File: config.mk
export PLATFORM = sky130hd
export DESIGN_NAME = alu_rr_sched
export DESIGN_NICKNAME = d
export VERILOG_FILES = /design/src/rtl/alu_pkg.sv /design/src/rtl/alu_core.sv /design/src/rtl/alu_rr_sched.sv
export SDC_FILE = /design/constraint.sdc
export NUM_CORES = 1
export LEC_CHECK = 0
export ABC_AREA = 1
export BUFFER_PORTS_ARGS = -buffer_cell sky130_fd_sc_hd__buf_2
export CORE_MARGIN = 2
export CORE_UTILIZATION = 45
export DETAILED_ROUTE_END_ITERATION = 7
export PLACE_DENSITY = 0.66
export RECOVER_POWER = 50
export SLEW_MARGIN = 20
export SYNTH_ARGS = -nofsm -noshare
export SYNTH_HDL_FRONTEND = slang
export SYNTH_SLANG_ARGS = --single-unit
File: constraint.sdc
create_clock -name clk -period 4.02 [get_ports clk]
set_input_delay 0.402 -clock clk [delete_from_list [all_inputs] [get_ports clk]]
set_output_delay 0.402 -clock clk [all_outputs]
set_load 0.03 [all_outputs]
File: src/rtl/alu_pkg.sv
// Opcode encoding and constants shared by the round-robin ALU scheduler and its datapath.
package alu_pkg;

    localparam int OPW = 4;

    typedef logic [OPW-1:0] op_t;

    localparam op_t OP_ADD = 4'd0;
    localparam op_t OP_SUB = 4'd1;
    localparam op_t OP_AND = 4'd2;
    localparam op_t OP_OR  = 4'd3;
    localparam op_t OP_XOR = 4'd4;
    localparam op_t OP_NOR = 4'd5;
    localparam op_t OP_SLT = 4'd6;
    localparam op_t OP_SLL = 4'd7;
    localparam op_t OP_SRL = 4'd8;

    // Illegal opcodes (9..15) produce a result with every bit set to this value.
    localparam logic ILLEGAL_FILL = 1'b0;

endpackage

File: src/rtl/alu_core.sv
// Purely combinational ALU shared by all requesters; signed-overflow output exists
// only when ALU_RR_SCHED_FLAGS_EN is defined.
module alu_core
    import alu_pkg::*;
#(
    parameter int WIDTH = 32
) (
    input  logic [OPW-1:0]   op,
    input  logic [WIDTH-1:0] a,
    input  logic [WIDTH-1:0] b,
    output logic [WIDTH-1:0] z
`ifdef ALU_RR_SCHED_FLAGS_EN
    ,
    output logic             ovf
`endif
);

    localparam int SHW = $clog2(WIDTH);

    logic [WIDTH-1:0] sum;
    logic [WIDTH-1:0] diff;
    logic [SHW-1:0]   shamt;

    assign sum   = a + b;
    assign diff  = a - b;
    assign shamt = b[SHW-1:0];

    // NOTE: every output of a combinational block gets a default before the case,
    // so no path leaves it unassigned and no latch is inferred.
    always_comb begin
        z = {WIDTH{ILLEGAL_FILL}};
        case (op)
            OP_ADD:  z = sum;
            OP_SUB:  z = diff;
            OP_AND:  z = a & b;
            OP_OR:   z = a | b;
            OP_XOR:  z = a ^ b;
            OP_NOR:  z = ~(a | b);
            OP_SLT:  z = {{(WIDTH-1){1'b0}}, ($signed(a) < $signed(b))};
            OP_SLL:  z = a << shamt;
            OP_SRL:  z = a >> shamt;
            default: z = {WIDTH{ILLEGAL_FILL}};
        endcase
    end

`ifdef ALU_RR_SCHED_FLAGS_EN
    always_comb begin
        ovf = 1'b0;
        case (op)
            OP_ADD:  ovf = (a[WIDTH-1] == b[WIDTH-1]) && (sum[WIDTH-1] != a[WIDTH-1]);
            OP_SUB:  ovf = (a[WIDTH-1] != b[WIDTH-1]) && (diff[WIDTH-1] != a[WIDTH-1]);
            default: ovf = 1'b0;
        endcase
    end
`endif

endmodule

File: src/rtl/alu_rr_sched.sv
// Round-robin scheduler sharing one alu_core among NREQ requesters, with a one-entry
// tagged result register. ALU_RR_SCHED_FLAGS_EN adds registered res_zero/res_ovf.
module alu_rr_sched
    import alu_pkg::*;
#(
    parameter int WIDTH = 32,
    parameter int NREQ  = 2,
    parameter int IDW   = 2
) (
    input  logic                  clk,
    input  logic                  rst_n,
    input  logic [NREQ-1:0]       req_valid,
    output logic [NREQ-1:0]       req_ready,
    input  logic [OPW*NREQ-1:0]   req_op,
    input  logic [WIDTH*NREQ-1:0] req_a,
    input  logic [WIDTH*NREQ-1:0] req_b,
    output logic                  res_valid,
    input  logic                  res_ready,
    output logic [WIDTH-1:0]      res_data,
    output logic [IDW-1:0]        res_id,
    output logic [15:0]           op_count
`ifdef ALU_RR_SCHED_FLAGS_EN
    ,
    output logic                  res_zero,
    output logic                  res_ovf
`endif
);

    logic [IDW-1:0]   ptr_q, ptr_d;
    logic             res_valid_q, res_valid_d;
    logic [WIDTH-1:0] res_data_q, res_data_d;
    logic [IDW-1:0]   res_id_q, res_id_d;
    logic [15:0]      op_count_q, op_count_d;
    logic             ready_en_q;

    logic             free;
    logic             grant_found;
    logic [IDW-1:0]   grant_idx;
    logic             accept;
    logic [OPW-1:0]   op_sel;
    logic [WIDTH-1:0] a_sel, b_sel, alu_z;

    assign free = !res_valid_q || res_ready;

    // First valid requester at or after the round-robin pointer, wrapping mod NREQ.
    always_comb begin
        grant_found = 1'b0;
        grant_idx   = '0;
        for (int i = 0; i < NREQ; i++) begin
            if (!grant_found && req_valid[(int'(ptr_q) + i) % NREQ]) begin
                grant_found = 1'b1;
                grant_idx   = IDW'((int'(ptr_q) + i) % NREQ);
            end
        end
    end

    // ready_en_q keeps every req_ready low until the first edge after reset release.
    assign req_ready = (ready_en_q && free && grant_found) ? (NREQ'(1) << grant_idx) : '0;
    assign accept    = |req_ready;

    always_comb begin
        op_sel = '0;
        a_sel  = '0;
        b_sel  = '0;
        for (int k = 0; k < NREQ; k++) begin
            if (grant_idx == IDW'(k)) begin
                op_sel = req_op[OPW*k +: OPW];
                a_sel  = req_a[WIDTH*k +: WIDTH];
                b_sel  = req_b[WIDTH*k +: WIDTH];
            end
        end
    end

`ifdef ALU_RR_SCHED_FLAGS_EN
    logic alu_ovf;
    logic res_zero_q, res_zero_d;
    logic res_ovf_q, res_ovf_d;
`endif

    alu_core #(.WIDTH(WIDTH)) u_alu_core (
        .op (op_sel),
        .a  (a_sel),
        .b  (b_sel),
        .z  (alu_z)
`ifdef ALU_RR_SCHED_FLAGS_EN
        ,
        .ovf(alu_ovf)
`endif
    );

    always_comb begin
        res_valid_d = res_valid_q;
        res_data_d  = res_data_q;
        res_id_d    = res_id_q;
        ptr_d       = ptr_q;
        op_count_d  = op_count_q;
`ifdef ALU_RR_SCHED_FLAGS_EN
        res_zero_d  = res_zero_q;
        res_ovf_d   = res_ovf_q;
`endif
        if (accept) begin
            res_valid_d = 1'b1;
            res_data_d  = alu_z;
            res_id_d    = grant_idx;
            ptr_d       = (grant_idx == IDW'(NREQ - 1)) ? '0 : grant_idx + 1'b1;
            op_count_d  = op_count_q + 16'd1;
`ifdef ALU_RR_SCHED_FLAGS_EN
            res_zero_d  = (alu_z == '0);
            res_ovf_d   = alu_ovf;
`endif
        end else if (res_ready) begin
            res_valid_d = 1'b0;
        end
    end

    // NOTE: state registers use non-blocking assignments so every flop samples the
    // pre-edge values regardless of statement order.
    always_ff @(posedge clk or negedge rst_n) begin
        if (!rst_n) begin
            ptr_q       <= '0;
            res_valid_q <= 1'b0;
            res_data_q  <= '0;
            res_id_q    <= '0;
            op_count_q  <= '0;
            ready_en_q  <= 1'b0;
`ifdef ALU_RR_SCHED_FLAGS_EN
            res_zero_q  <= 1'b0;
            res_ovf_q   <= 1'b0;
`endif
        end else begin
            ptr_q       <= ptr_d;
            res_valid_q <= res_valid_d;
            res_data_q  <= res_data_d;
            res_id_q    <= res_id_d;
            op_count_q  <= op_count_d;
            ready_en_q  <= 1'b1;
`ifdef ALU_RR_SCHED_FLAGS_EN
            res_zero_q  <= res_zero_d;
            res_ovf_q   <= res_ovf_d;
`endif
        end
    end

    assign res_valid = res_valid_q;
    assign res_data  = res_data_q;
    assign res_id    = res_id_q;
    assign op_count  = op_count_q;
`ifdef ALU_RR_SCHED_FLAGS_EN
    assign res_zero  = res_zero_q;
    assign res_ovf   = res_ovf_q;
`endif

endmodule
==> summary.txt <==
Run status
  • Status: finished, violations left
  • Failing checks: max-capacitance violations, max-slew violations

Cells and area
  • Area Overhead vs Synth: 13.4%
  • Nets: 2701
  • Post-Route Utilization: 51.7%
  • Ant diodes: 0
  • Final instance area: 13900 µm²
  • Layout cells sized above 1: 13.4%
  • Fillcell total: 2963

Route
  • TritonRoute pass-1 iters: 8
  • Routed WL: 66900 µm
  • DR WL met3: 9270 µm
  • DRC: 0
  • DR WL/cell: 23.9 µm
  • Met1 WL: 26600 µm
  • Top layer in use: met5
  • Antenna Nets Post-Route: 0
  • Via density per instance: 6.05
  • Number of DRC markers in iteration 0: 2569
  • Met2 wire length: 26200 µm
  • Via count: 16951

Timing
  • Crit path time final: 3940 ps
  • Final worst slack: 82.3 ps
  • RSZ-0062 raised after global routing: false
  • Worst Tran Pin Value: 3070 ps
  • Clock Skews: 18.6 ps
  • Slew headroom: -105%
  • WHS: 322 ps
  • Achievable Freq: 254 MHz
  • Setup violators final: 0
  • Hold Vio Cnt, Final: 0
  • Final Cycle Share: 98.0%
  • Pins Over Slew Limit: 53

Critical path
  • Crit path capture type: flop
  • Critical path's largest stage delay: 550 ps
  • WS Path Type: reg -> reg
  • Startpoint Class: flop
  • Worst path cell trace: inv_2 -> nand2_4 -> nand2_4 -> buf_12 -> buf_4 -> nand2_1 -> o21ai_2 -> inv_1 -> ha_1 -> buf_4 -> nand2_1 -> nor2_1 -> inv_1 -> nor3_1 -> nand3b_1 -> nand2_1 -> nand2_1 -> nand3_1 -> nand3_1 -> nand2_1 -> nand2_1
  • Most frequent CP cell: nand2_1
  • Crit Path Max Fanout: 37
  • Critical Path RT: 4210 ps
  • CP max stage cell: nor3_1
  • Worst Path Arrival: 4130 ps

Synthesis
  • Mapped Nets: 2520
  • Mapped Area: 12300 µm²
  • EDFF count, synth: 0
  • Post-synth top flop: dfrtp_1
  • #FFs+latches synth: 52
  • Cell count after synthesis: 2279
  • Synth warn: 0
  • Unique masters post-synth: 46
  • Avg Cell Area, Syn: 5.38 µm²
  • Seq/Total Area, Yosys: 10.6%
  • Synth async-reset ratio: 100%

Clock tree
  • CTS max path bufs: 2
  • CTS root buf: clkbuf_16
  • CTS tree: yes
  • Post-CTS setup buffer count: 0
  • H-tree Lvls: 2
  • Worst-Skew Late Latency: 310 ps
  • Clk slew on worst S/H paths: 80 ps
  • Clk sinks: 52
  • CTS Hold Bufs: 0
  • CTS buffer count: 5

Power
  • Leakage power: 7.60 nW
  • PD cells: 370 nW/µm²
  • Peak supply drop: 0.000251 V

Floorplan
  • Area of the die: 28600 µm²
  • Core area: 26900 µm²
  • Initial Util: 45.6%
  • Die X: 169 µm
  • Num rows: 60
  • Number of placed I/O pins: 194
  • Die Ht: 169 µm

Place
  • # port buffers: 192
  • RePlAce Congestion: 1.12
  • Detailed Place HPWL: 55300 µm
  • Post-DP Area: 13800 µm²
  • Post-Place Worst Slack: -157 ps

Global routing
  • Vias in the first global route: 15513
  • First-pass GRT wire length: 97000 µm
  • Gr usage total: 45.6%
  • GRT overflow: 0
  • Initial antenna violation count: 1
  • Largest net degree at the start of global routing: 67

Min path
  • Hold WC Path Type: in -> reg

Flow run
  • Max Cap Viol: 1
==> layer usage <==
layer	vias up	track usage [%]
met4	2	26.5
met3	232	12.9
met2	1255	66.2
met1	7674	60.3
li1	7788	-
met5	-	0
==> where the power goes <==
group	internal [W]	total [W]	leakage [nW]	switching (W)
combinational	0.00108	0.00390	6.87	0.00283
clock	0.000238	0.000471	0.0719	0.000233
sequential	0.000651	0.000770	0.662	0.000119
==> layout by cell type, fill, tap and decap left out, drive strengths merged, types with 2 or more instances in the layout <==
cell type,instances
o21ai,170
nor3,19
o2111ai,3
nand4,40
ha,98
conb,2
nand2,739
o221ai,6
a31oi,3
inv,296
a21boi,6
nand3b,15
nand3,363
nor2,173
o22ai,14
buf,249
o21bai,12
fa,2
nor4,4
xor2,10
a21oi,113
clkbuf,30
xnor2,9
o21a,3
o211ai,16
dfrtp,52
or2,8
a21o,2
==> logic make-up (layout without fill, tap and decap cells) <==
kind of cell,count (synthesis),after routing,synth area share [%]
and+or+nand+nor,1362,1362,47.9
adders and majority gates,100,100,10.3
AOI/OAI and AO/OA,349,349,16.4
other,2,2,0.0613
buffers and inverters,395,577,13.3
DFF,52,52,10.6
xor gates and xnor gates,19,19,1.36
==> synthesized netlist by cell type (9+ instances only) <==
cell type	n	area [µm²]
ha_1	98	1230
nor3_1	19	95.1
nor2_1	166	623
nand2_2	10	62.6
nand3b_1	15	113
buf_4	10	75.1
clkbuf_1	35	131
a21oi_1	112	561
nand4_1	40	250
o22ai_1	14	87.6
nand2_1	727	2730
o21ai_0	121	606
inv_1	278	1040
nand3_1	362	1810
xor2_1	10	87.6
xnor2_1	9	78.8
inv_2	16	60.1
buf_2	47	235
dfrtp_1	52	1300
o21ai_2	17	149
o21ai_1	28	140
o21bai_1	12	90.1
o211ai_1	16	120
==> per-stage QoR <==
stage	instances	total power, W	setup TNS, ps
final	2802	0.00514	0
after global routing	2802	0.00542	0
after CTS	2802	0.00498	0
after detailed placement	2794	0.00450	-157
after global placement	2794	0.00450	-182
after floorplan	2279	0.00309	0
==> sequential cells by signal (all words and copies together) (netlist names) <==
register / flops
ptr_q: 1
op_count: 16
res_id: 1
ready_en_q: 1
res_data: 32
res_valid: 1
==> final timing paths <==
path	startpoint	end	slack, ps	cells after the start
min reg2reg	res_data[24]	res_data[24]	480	2
max in group asynchronous	rst_n	res_valid	1180	1
max reg2reg	ptr_q[0]	res_data[28]	80	21
max	ptr_q[0]	res_data[28]	80	21
min in group asynchronous	rst_n	res_data[19]	1100	1
min	res_ready	res_valid	320	2
==> timing repair <==
| item | CTS | global route |
|---|---|---|
| gates resized for setup | 1 | 7 |
| hold endpoints to repair | 0 | 0 |
| setup endpoints to repair | 1 | 9 |
==> critical path, delay by kind of cell, from the launching register on <==
family | cells | cell delay (ps)
AND/OR/NAND/NOR | 13 | 1890
flip-flops | 1 | 400
AO/OA/AOI/OAI | 1 | 200
buffers and inverters | 6 | 990
adder cells (fa/ha/maj) | 1 | 320
==> area by class of cell <==
class | instances | area, µm² | area share, %
clock inverters | 3 | 27.5 | 0.198
multi-input cells | 1832 | 9350 | 67.3
clock buffers | 5 | 125 | 0.900
inverters | 295 | 1110 | 7.99
flip-flops and latches | 52 | 1300 | 9.36
repair buffers | 274 | 1560 | 11.2
well taps | 341 | 427 | 3.07
Power figures use the tool's default switching activity.
